`src/rtl/tdm_mux8.sv`:
```
// 8-to-1 time-division serializer: takes one 8-channel word by valid/ready
// and emits one channel per enabled clock with its matching 3-bit select.
module tdm_mux8 #(
  parameter int CH_W      = 1,
  parameter bit LSB_FIRST = 1'b1
) (
  input  logic              clk,
  input  logic              rst,
  input  logic              en,
  input  logic [8*CH_W-1:0] d,
  input  logic              d_valid,
  output logic              d_ready,
  output logic [CH_W-1:0]   y,
  output logic [2:0]        s,
  output logic              y_valid,
  output logic              frame,
  output logic              busy
);

  typedef enum logic {IDLE, SEND} state_t;

  state_t              state, state_nxt;
  logic [8*CH_W-1:0]   word_buf, word_buf_nxt;
  logic [2:0]          ptr, ptr_nxt;
  logic [CH_W-1:0]     y_nxt;
  logic [2:0]          s_nxt;
  logic                y_valid_nxt, frame_nxt;
  logic [CH_W-1:0]     chans [8];
  logic                last, accept;

  // Channel numbering is fixed here so the emit path only indexes by ptr.
  for (genvar i = 0; i < 8; i++) begin : g_chan
    localparam int SLOT = LSB_FIRST ? i : 7 - i;
    assign chans[i] = word_buf[SLOT*CH_W +: CH_W];
  end

  assign last    = (ptr == 3'd7);
  assign d_ready = en & ~rst & ((state == IDLE) | ((state == SEND) & last));
  assign accept  = d_valid & d_ready;
  assign busy    = (state == SEND);

  always_comb begin
    state_nxt    = state;
    word_buf_nxt = word_buf;
    ptr_nxt      = ptr;
    y_nxt        = '0;
    s_nxt        = s;
    y_valid_nxt  = 1'b0;
    frame_nxt    = 1'b0;
    if (en) begin
      unique case (state)
        IDLE: begin
          if (accept) begin
            word_buf_nxt = d;
            ptr_nxt      = 3'd0;
            state_nxt    = SEND;
          end
        end
        SEND: begin
          y_nxt       = chans[ptr];
          s_nxt       = ptr;
          y_valid_nxt = 1'b1;
          frame_nxt   = (ptr == 3'd0);
          ptr_nxt     = ptr + 3'd1;
          // Reloading on the last channel keeps back-to-back words bubble-free.
          if (last) begin
            if (accept) word_buf_nxt = d;
            else        state_nxt    = IDLE;
          end
        end
        default: state_nxt = IDLE;
      endcase
    end
  end

  always_ff @(posedge clk) begin
    if (rst) begin
      state    <= IDLE;
      word_buf <= '0;
      ptr      <= 3'd0;
      y        <= '0;
      s        <= 3'd0;
      y_valid  <= 1'b0;
      frame    <= 1'b0;
    end else begin
      state    <= state_nxt;
      word_buf <= word_buf_nxt;
      ptr      <= ptr_nxt;
      y        <= y_nxt;
      s        <= s_nxt;
      y_valid  <= y_valid_nxt;
      frame    <= frame_nxt;
    end
  end

endmodule

```
`config.mk`:
```
export PLATFORM = sky130hd
export DESIGN_NAME = tdm_mux8
export DESIGN_NICKNAME = d
export VERILOG_FILES = /design/src/rtl/tdm_mux8.sv
export SDC_FILE = /design/constraint.sdc
export NUM_CORES = 1
export LEC_CHECK = 0
export ABC_AREA = 1
export ABC_CLOCK_PERIOD_IN_PS = 1200
export CORE_ASPECT_RATIO = 0.7
export CORE_UTILIZATION = 42
export CTS_CLUSTER_SIZE = 8
export DETAILED_ROUTE_END_ITERATION = 8
export PLACE_DENSITY = 0.73
export SYNTH_ARGS = -nofsm -noshare
export SYNTH_HDL_FRONTEND = slang
export SYNTH_SLANG_ARGS = --single-unit
```
`constraint.sdc`:
```
create_clock -name clk -period 1.2 [get_ports clk]
set_input_delay 0.24 -clock clk [delete_from_list [all_inputs] [get_ports clk]]
set_output_delay 0.24 -clock clk [all_outputs]
set_load 0.01 [all_outputs]
```
Word-level counts from Yosys, hierarchy flattened
Index checks and enable logic that the tools add are counted.
{"block": "totals", "reg_bits": 18, "inputBits": 12, "out_inout_bits": 8, "wordCells": 39}
{"block": "op_classes", "n_addsub": 1, "order_cmp": 1, "eq_ne": 3, "mux": 12, "bitwise": 9, "n_reduce_logical": 6}
{"operator": "$mux W8", "count": 2}
{"operator": "$pmux W8 S2", "count": 1}
{"operator": "$pmux W3 S2", "count": 1}
{"operator": "$reduce_and A2 Y1", "count": 3}
{"operator": "$mux W1", "count": 5}
{"operator": "$and A1 B1 Y1", "count": 4}
{"operator": "$ge A4 B4 Y1 const B", "count": 1}
{"operator": "$not A3 Y4", "count": 1}
{"operator": "$add A3 B1 Y3 const B", "count": 1}
{"operator": "$bmux W1 S3", "count": 1}
{"operator": "$eq A3 B3 Y1 const B", "count": 1}
{"operator": "$logic_not A3 Y1", "count": 1}
{"operator": "$mux W3", "count": 1}
{"operator": "$not A1 Y1", "count": 3}
{"operator": "$reduce_or A3 Y1", "count": 1}
{"operator": "$ne A2 B1 Y1 const B", "count": 1}
{"operator": "$ne A2 B2 Y1 const B", "count": 1}
{"operator": "$pmux W1 S2", "count": 1}
{"operator": "$reduce_or A2 Y1", "count": 1}
{"operator": "$or A1 B1 Y1", "count": 1}

Longest topological paths before layout
Gate-level depths: netlist (run 1).
{"block": "logic_depth", "word_depth": 8, "mapped_depth": 9, "depth_no_buf": 8}

Worst setup path before layout (run 1)
No wires, ideal clock.
{"block": "synth_timing", "kind": "reg2out", "from": "register ptr[0]", "to": "output d_ready", "t_arrival_ps": 1040, "t_required_ps": 960, "path_slack_ps": -80, "path_stages_with_launch": 6, "path_buffers": 0, "cell_sequence": "dfxtp_1 ha_1 ha_1 inv_1 nand2_1 and2_2"}
{"block": "synth_via", "elab_chain_len": 4}
{"element": "start: declaration", "line_no": "24", "source": "logic [2:0] ptr, ptr_nxt;"}
{"element": "start signal: assignment", "line_no": "88", "source": "ptr <= ptr_nxt;"}
{"element": "$eq A3 B3 Y1", "line_no": "37", "source": "assign last = (ptr == 3'd7);"}
{"element": "$and A1 B1 Y1", "line_no": "38", "source": "assign d_ready = en & ~rst & ((state == IDLE) | ((state == SEND) & last));"}
{"element": "$or A1 B1 Y1", "line_no": "38"}
{"element": "$and A1 B1 Y1", "line_no": "38"}
{"element": "end: declaration", "line_no": "12", "source": "output logic d_ready,"}
Every way passes these cells.

Final worst setup path (run 1)
Same ends and word-level chain as after synthesis.

==> impl_metrics.csv, run 1 <==
group,metric,value,unit
setup_path,cp_max_fo,2,
route,ant_nets,0,
cells_and_area,area_delta_synth_final,56.1,%
grt,grtUsageTotal,0.213,
grt,met1_usage,0.267,
pwr,power_frac_seq,0.519,
cells_and_area,most_common_library_cell_in_the_layout_ignoring_fill_and_taps,"nor2_1",
grt,antenna_found_initial,0,
timing,worst-slew-pin-transition,0.234,ns
cts,cts_tree,"built",
setup_path,timing.critical_path.slowest_stage_cell,"dfxtp_4",
yosys,ys_ff_latch,18,
grt,gr-total-overflow,0,
run,maxCapViolCount,0,
route,count_of_vias_placed_by_the_detailed_router,791,
cts,htree_num_levels,1,
timing,finalSetupViolCount,13,
timing,worst_slack,-0.361,ns
yosys,synth_largest_area_cell,"dfxtp_1",
cts,clock_buffers_created_by_tritoncts,3,
timing,maxClockFrequency,641,MHz
route,routed_wire_length_per_instance,10.9,microns
yosys,synthDistinctLibCells,15,
pwr,peakVddDrop,0.847,mV
cells_and_area,num_antenna_cells,0,
grt,grtUsageMet3,0.0833,
grt,grt_busiest_layer,"met2",
grt,grt_first_pass_wirelength,3.01,mm
setup_path,timing.critical_path.required,0.96,ns
cts,numClockSinks,18,
setup_path,worst_path_most_repeated_cell,"ha_4",
timing,fin_skew,0.00147,ns
timing,timing.final.crit_share,1.30,
cts,cts.clk_slew.worst_paths,0.10,ns
pwr,switching_power,298,uW
setup_path,critPathMaxStageDelay,0.36,ns
cells_and_area,num-nets-final,165,
setup_path,timing.critical_path.cells,"ha_4 -> ha_4 -> inv_2 -> nand2_2 -> and2_4 -> buf_6",
grt,grt_use_met2,0.349,
yosys,synth.cell_area,798,sq um
yosys,yosysWarnings,0,
grt,pin_count_of_the_biggest_net_entering_global_routing,11,
die,dieHeight,38.5,microns
setup_path,reg2reg_slack,-0.28,ns
setup_path,start_kind,"flip-flop",
pwr,power.share.clock,0.314,
cts,clock_latency,0.29,ns
placed_design,hpwl,1.28,mm
setup_path,arrival,1.32,ns
die,io_pins,20,
placed_design,dp_worst_setup_slack,-0.592,ns
cells_and_area,layout-drive-gt1-share,0.329,
pwr,swShare,0.247,
timing,max_slew_headroom_at_the_worst_pin,0.842,
die,fp.dieArea,2080,sq um
cells_and_area,stdcell_count,170,
setup_path,critical_path.endpoint,"d_ready",
setup_path,timing_worst_setup_path_type,"reg2out",
route,drt-vias-per-instance,4.65,
setup_path,rr_startpoint,"ptr[0]",
placed_design,place.detailed.instances,163,
yosys,yosys_top_cell_area_share,0.451,
pwr,power-per-cell-area,969,nW/um^2
route,remaining_drc_errors,0,
route,first_pass_iters,4,
cells_and_area,layout.cells.most_common_list,"21 x nor2_1, 20 x nand2_1, 15 x dfxtp_1",
cts,cts_root_buffer,"clkbuf_4",
yosys,fraction_of_the_yosys_area_taken_by_sequential_cells,0.451,
die,fp.dieW,54.1,microns
yosys,synthesis.nets,129,
setup_path,critPathCaptureType,"output port",
yosys,synth_cells,114,
timing,post-route-min-period,1.56,ns
yosys,post_synth_main_area_contributors,"dfxtp_1 45%, nand2_1 15%, nor2_1 11%",
grt,number_of_global_route_vias_before_repair,695,
die,fp.coreArea,1680,sq um
pwr,cell_internal_pwr,909,uW
die,floorplan_row_count,12,
route,drt-initial-drc-count,10,
yosys,postSynthAreaPerCell,7.00,sq um
setup_path,crit_start,"ptr[0]",
cells_and_area,fill_cells,133,
placed_design,finalWeightedCongestion,0.764,
timing,final_hold_viol_count,0,
pwr,power.static_leakage,0.588,nW
hold_path,worst_hold_path_type,"reg2reg",
route,drt-total-wl,1.85,mm
status,failed_checks,"setup timing",
cts,cts_hold_buf,0,
pwr,combinationalPowerShare,0.167,
placed_design,io_buffers,19,
status,status,"finished, violations left",
timing,grt_setup_unrepaired,"yes",
timing,slew_viol_final,0,
die,floorplan.initialDensity,0.475,
setup_path,endpoint_of_the_worst_register_to_register_path,"ptr[2]",
setup_path,r2r.worst_path.cells,10,
cts,max-clock-path-buffers,2,
-- area by class of cell --
| class | instances | area, sq um | area share |
|---|---|---|---|
| Tap cell | 21 | 26.3 | 0.0211 |
| Clock buffer | 4 | 36.3 | 0.0291 |
| Timing Repair Buffer | 34 | 309 | 0.248 |
| Sequential cell | 18 | 367 | 0.294 |
| Multi-Input combinational cell | 78 | 452 | 0.362 |
| Inverter | 15 | 56.3 | 0.0452 |
-- sequential cells by signal, summed over array words and instances, names as in the netlist --
| register | flops |
|---|---|
| s | 3 |
| frame | 1 |
| y | 1 |
| word_buf | 8 |
| y_valid | 1 |
| busy | 1 |
| ptr | 3 |
-- worst min-delay path by stage --
stage / startpoint / end / slack [ns] / cells past startpoint
after floorplan: rst / ptr[0] / 0.30 / 1
after global placement: s[2] / s[2] / 0.47 / 2
after detailed placement: s[2] / s[2] / 0.49 / 2
after CTS: s[2] / s[2] / 0.50 / 2
after global routing: d[2] / word_buf[2] / 0.51 / 3
final: s[2] / s[2] / 0.50 / 2
-- timing repair --
action,in CTS,in global routing
resized for setup,30,14
gates cloned,2,0
endpoints found under the setup margin,20,15
pin swaps,2,3
setup buffers,1,0
-- critical path: cells and delay by family, from the launching register on --
family                     cells  cell delay (ns)
buffers and inverters          2             0.16
adders and majority gates      2             0.30
and+or+nand+nor                2             0.20
DFF                            1             0.36
-- logic make-up after synthesis --
| group | share of synthesized area |
|---|---|
| simple gates | 0.340 |
| buf+inv | 0.105 |
| flops | 0.451 |
| compound gates | 0.0564 |
| fa+ha+maj | 0.0470 |
-- power groups by stage --
stage                     clock network [mW]  logic (mW)  registers [mW]
final                                  0.379       0.202           0.627
after global routing                   0.421       0.222           0.629
after CTS                              0.394       0.190           0.626
after detailed placement                   0       0.170           0.640
after global placement                     0       0.166           0.639
after floorplan                            0      0.0778           0.644
-- per-stage QoR --
step / hold WS (ns) / util / TNS [ns] / power, mW / instance area [sq um]
6_report: 0.498 / 0.741 / -3.33 / 1.21 / 1250
4_1_cts: 0.498 / 0.717 / -3.15 / 1.21 / 1200
5_1_grt: 0.508 / 0.741 / -4.10 / 1.27 / 1250
3_3_place_gp: 0.473 / 0.663 / -3.74 / 0.805 / 1110
2_1_floorplan: 0.299 / - / 0 / 0.722 / 836
3_5_place_dp: 0.485 / 0.663 / -4.57 / 0.810 / 1110
-- Yosys cell counts (all sizes together) --
| library cell | number |
|---|---|
| nand2 | 31 |
| ha | 3 |
| and2 | 1 |
| nor2 | 24 |
| o21ai | 5 |
| dfxtp | 18 |
| inv | 15 |
| buf | 3 |
| a21oi | 4 |
| nand3 | 9 |
| nor3 | 1 |
-- per-layer routing --
| layer | wire [microns] | part of all wire |
|---|---|---|
| met1 | 905 | 0.49 |
| met2 | 865 | 0.47 |
| met3 | 82 | 0.044 |
| met4 | 0 | 0 |
| met5 | 0 | 0 |
No activity file was read; power rests on OpenSTA's default activity.
==> inputs of run 2 (changes only) <==
--- a/config.mk
+++ b/config.mk
@@ -6,7 +6,6 @@
 export NUM_CORES = 1
 export LEC_CHECK = 0
 export ABC_AREA = 1
-export ABC_CLOCK_PERIOD_IN_PS = 1200
 export CORE_ASPECT_RATIO = 0.7
 export CORE_UTILIZATION = 42
 export CTS_CLUSTER_SIZE = 8
==> results of run 2 <==
The final DEF is identical to that of run 1; final timing and power are the same.
==> inputs of run 3 (changes only) <==
--- a/config.mk
+++ b/config.mk
@@ -6,11 +6,12 @@
 export NUM_CORES = 1
 export LEC_CHECK = 0
 export ABC_AREA = 1
+export CAP_MARGIN = 25
 export CORE_ASPECT_RATIO = 0.7
-export CORE_UTILIZATION = 42
+export CORE_UTILIZATION = 41
 export CTS_CLUSTER_SIZE = 8
 export DETAILED_ROUTE_END_ITERATION = 8
-export PLACE_DENSITY = 0.73
+export PLACE_DENSITY = 0.71
 export SYNTH_ARGS = -nofsm -noshare
 export SYNTH_HDL_FRONTEND = slang
 export SYNTH_SLANG_ARGS = --single-unit
==> run 3 against run 2 <==
The run still ends with setup timing left. Global-route usage up 2.1 points. Combinational power up 8%. Utilization rose by 2.8 points. Fmax decreased by 1.2%. Clock power grew 2%. Critical endpoint unchanged. Highest routed layer is now met4.
==> impl_metrics.csv, run 3 (synthesis results as in run 1) <==
group,metric,value,unit
status,status,"finished, violations left",
status,failed_checks,"setup timing",
pwr,peakVddDrop,0.827,mV
cells_and_area,fill_cells,119,
setup_path,critPathCaptureType,"output port",
timing,max_slew_headroom_at_the_worst_pin,0.834,
setup_path,timing_worst_setup_path_type,"reg2out",
setup_path,cp.depth,6,
grt,number_of_global_route_vias_before_repair,758,
timing,post-route-min-period,1.58,ns
pwr,swShare,0.253,
grt,pin_count_of_the_biggest_net_entering_global_routing,11,
setup_path,critical_path.endpoint,"d_ready",
placed_design,io_buffers,19,
setup_path,timing.critical_path.required,0.96,ns
cts,numClockSinks,18,
cells_and_area,layout.cells.most_common_list,"27 x nand2_1, 16 x nor2_1, 15 x dfxtp_1",
hold_path,worst_hold_path_type,"in2reg",
die,floorplan.initialDensity,0.471,
cells_and_area,num-nets-final,168,
grt,antenna_found_initial,0,
pwr,cell_internal_pwr,921,uW
pwr,power-per-cell-area,946,nW/um^2
cts,clock_buffers_created_by_tritoncts,3,
timing,slew_viol_final,0,
cells_and_area,top_register,"word_buf",
cts,cts_tree,"built",
route,remaining_drc_errors,0,
timing,maxClockFrequency,633,MHz
die,io_pins,20,
route,drt-vias-per-instance,4.88,
cells_and_area,num_antenna_cells,0,
timing,grt_setup_unrepaired,"yes",
route,drt-initial-drc-count,10,
setup_path,reg2reg_slack,-0.28,ns
cells_and_area,layout-drive-gt1-share,0.329,
setup_path,endpoint_of_the_worst_register_to_register_path,"word_buf[2]",
placed_design,finalWeightedCongestion,0.770,
placed_design,hpwl,1.26,mm
cts,cts_root_buffer,"clkbuf_4",
die,fp.dieW,54.7,microns
die,floorplan_row_count,12,
route,first_pass_iters,4,
grt,grtUsageTotal,0.234,
setup_path,critPathMaxStageDelay,0.37,ns
pwr,power_frac_seq,0.508,
setup_path,rr_startpoint,"ptr[0]",
route,routed_wire_length_per_instance,12.2,microns
pwr,combinationalPowerShare,0.177,
cells_and_area,area_delta_synth_final,63.5,%
timing,worst_slack,-0.380,ns
die,fp.dieArea,2130,sq um
route,count_of_vias_placed_by_the_detailed_router,845,
cts,htree_num_levels,1,
pwr,switching_power,313,uW
grt,gr-total-overflow,0,
cts,cts_hold_buf,0,
pwr,power.static_leakage,0.623,nW
setup_path,arrival,1.34,ns
timing,worst-slew-pin-transition,0.248,ns
die,dieHeight,38.9,microns
die,fp.coreArea,1700,sq um
timing,timing.final.crit_share,1.32,
setup_path,cp_num_buf_inv,2,
pwr,power.share.clock,0.315,
setup_path,timing.critical_path.cells,"ha_4 -> ha_4 -> inv_2 -> nand2_2 -> and2_4 -> buf_6",
setup_path,timing.critical_path.slowest_stage_cell,"dfxtp_4",
hold_path,hold_depth,3,
timing,final_hold_viol_count,0,
setup_path,crit_start,"ptr[0]",
setup_path,timing.critical_path.max_delay_family,"flip-flops",
timing,timing.hold.ws,0.503,ns
route,ant_nets,0,
cts,cts.clk_slew.worst_paths,0.10,ns
setup_path,worst_path_most_repeated_cell,"ha_4",
cells_and_area,fin_util,0.769,
route,drt-total-wl,2.11,mm
cells_and_area,reg.largest.list,"word_buf: 8 flops, ptr: 3 flops, s: 3 flops",
cts,max-clock-path-buffers,2,
setup_path,start_kind,"flip-flop",
setup_path,r2r.worst_path.cells,11,
cells_and_area,largest_register_ffs,8,
cts,clock_latency,0.31,ns
cells_and_area,most_common_library_cell_in_the_layout_ignoring_fill_and_taps,"nand2_1",
timing,finalSetupViolCount,13,
grt,grt_first_pass_wirelength,3.33,mm
setup_path,cp_max_fo,2,
timing,fin_skew,0.00254,ns
run,maxCapViolCount,0,
run 3: cell count changes in the layout (fill, tap and decap cells not counted), moves of 2 or more:
cell	previous run	this run
nor2_1	21	16
dlygate4sd2_1	4	6
buf_16	0	2
buf_6	5	3
nand2_1	20	27
buf_4	11	13
nand2_2	10	4
clkdlybuf4s15_1	2	0
nor2_2	3	8
run 3: routing by layer:
layer,vias to the layer above,GRT usage,share of wire
met5,-,0,0
met1,389,0.285,0.46
met4,0,0.0962,0.013
li1,426,-,-
met2,24,0.364,0.47
met3,6,0.0902,0.060
run 3: worst reg2reg max path, cell delays in order (launching register included):
cell and delay, ns:
dfxtp_4 0.37, ha_4 0.16, ha_4 0.15, inv_2 0.07
nand2_2 0.05, buf_4 0.13, nand3_4 0.08, buf_6 0.14
buf_16 0.12, nand2_1 0.04, nand2_1 0.05, nor2_1 0.03
run 3: worst min-delay path by stage:
stage,from,to,slack (ns)
detailed placement,s[0],s[0],0.50
finish,d[2],word_buf[2],0.50
CTS,d[0],word_buf[0],0.50
global route,d[2],word_buf[2],0.51
floorplan,rst,ptr[0],0.30
global placement,s[2],s[2],0.47
run 3: timing repair:
item	4_1_cts	5_1_grt
endpoints found under the setup margin	20	16
gates resized for setup	27	12
pin swaps	6	12
buffers inserted	4	1
cloned	3	0
run 3: layout make-up:
| cell class | instances | area [sq um] | share of cell area |
|---|---|---|---|
| repair buffers | 37 | 374 | 0.287 |
| multi-input cells | 78 | 445 | 0.341 |
| well taps | 21 | 26.3 | 0.0201 |
| flip-flops and latches | 18 | 367 | 0.281 |
| inverters | 15 | 56.3 | 0.0431 |
| clock buffers | 4 | 36.3 | 0.0278 |
run 3: power by group through the flow:
stage	sequential, mW	combinational [mW]	clock (mW)
2_1_floorplan	0.644	0.0778	0
5_1_grt	0.629	0.238	0.413
3_3_place_gp	0.639	0.172	0
3_5_place_dp	0.640	0.176	0
4_1_cts	0.626	0.221	0.387
6_report	0.627	0.219	0.388
run 3: metrics by stage:
step,total power [mW],area [sq um],worst slack (ns),setup TNS [ns],std cells
final,1.23,1310,-0.380,-3.04,173
after CTS,1.23,1310,-0.357,-3.14,174
after global routing,1.28,1310,-0.437,-3.95,173
after detailed placement,0.816,1130,-0.588,-4.61,164
after global placement,0.812,1130,-0.540,-3.98,164
after floorplan,0.722,836,0.00229,0,114
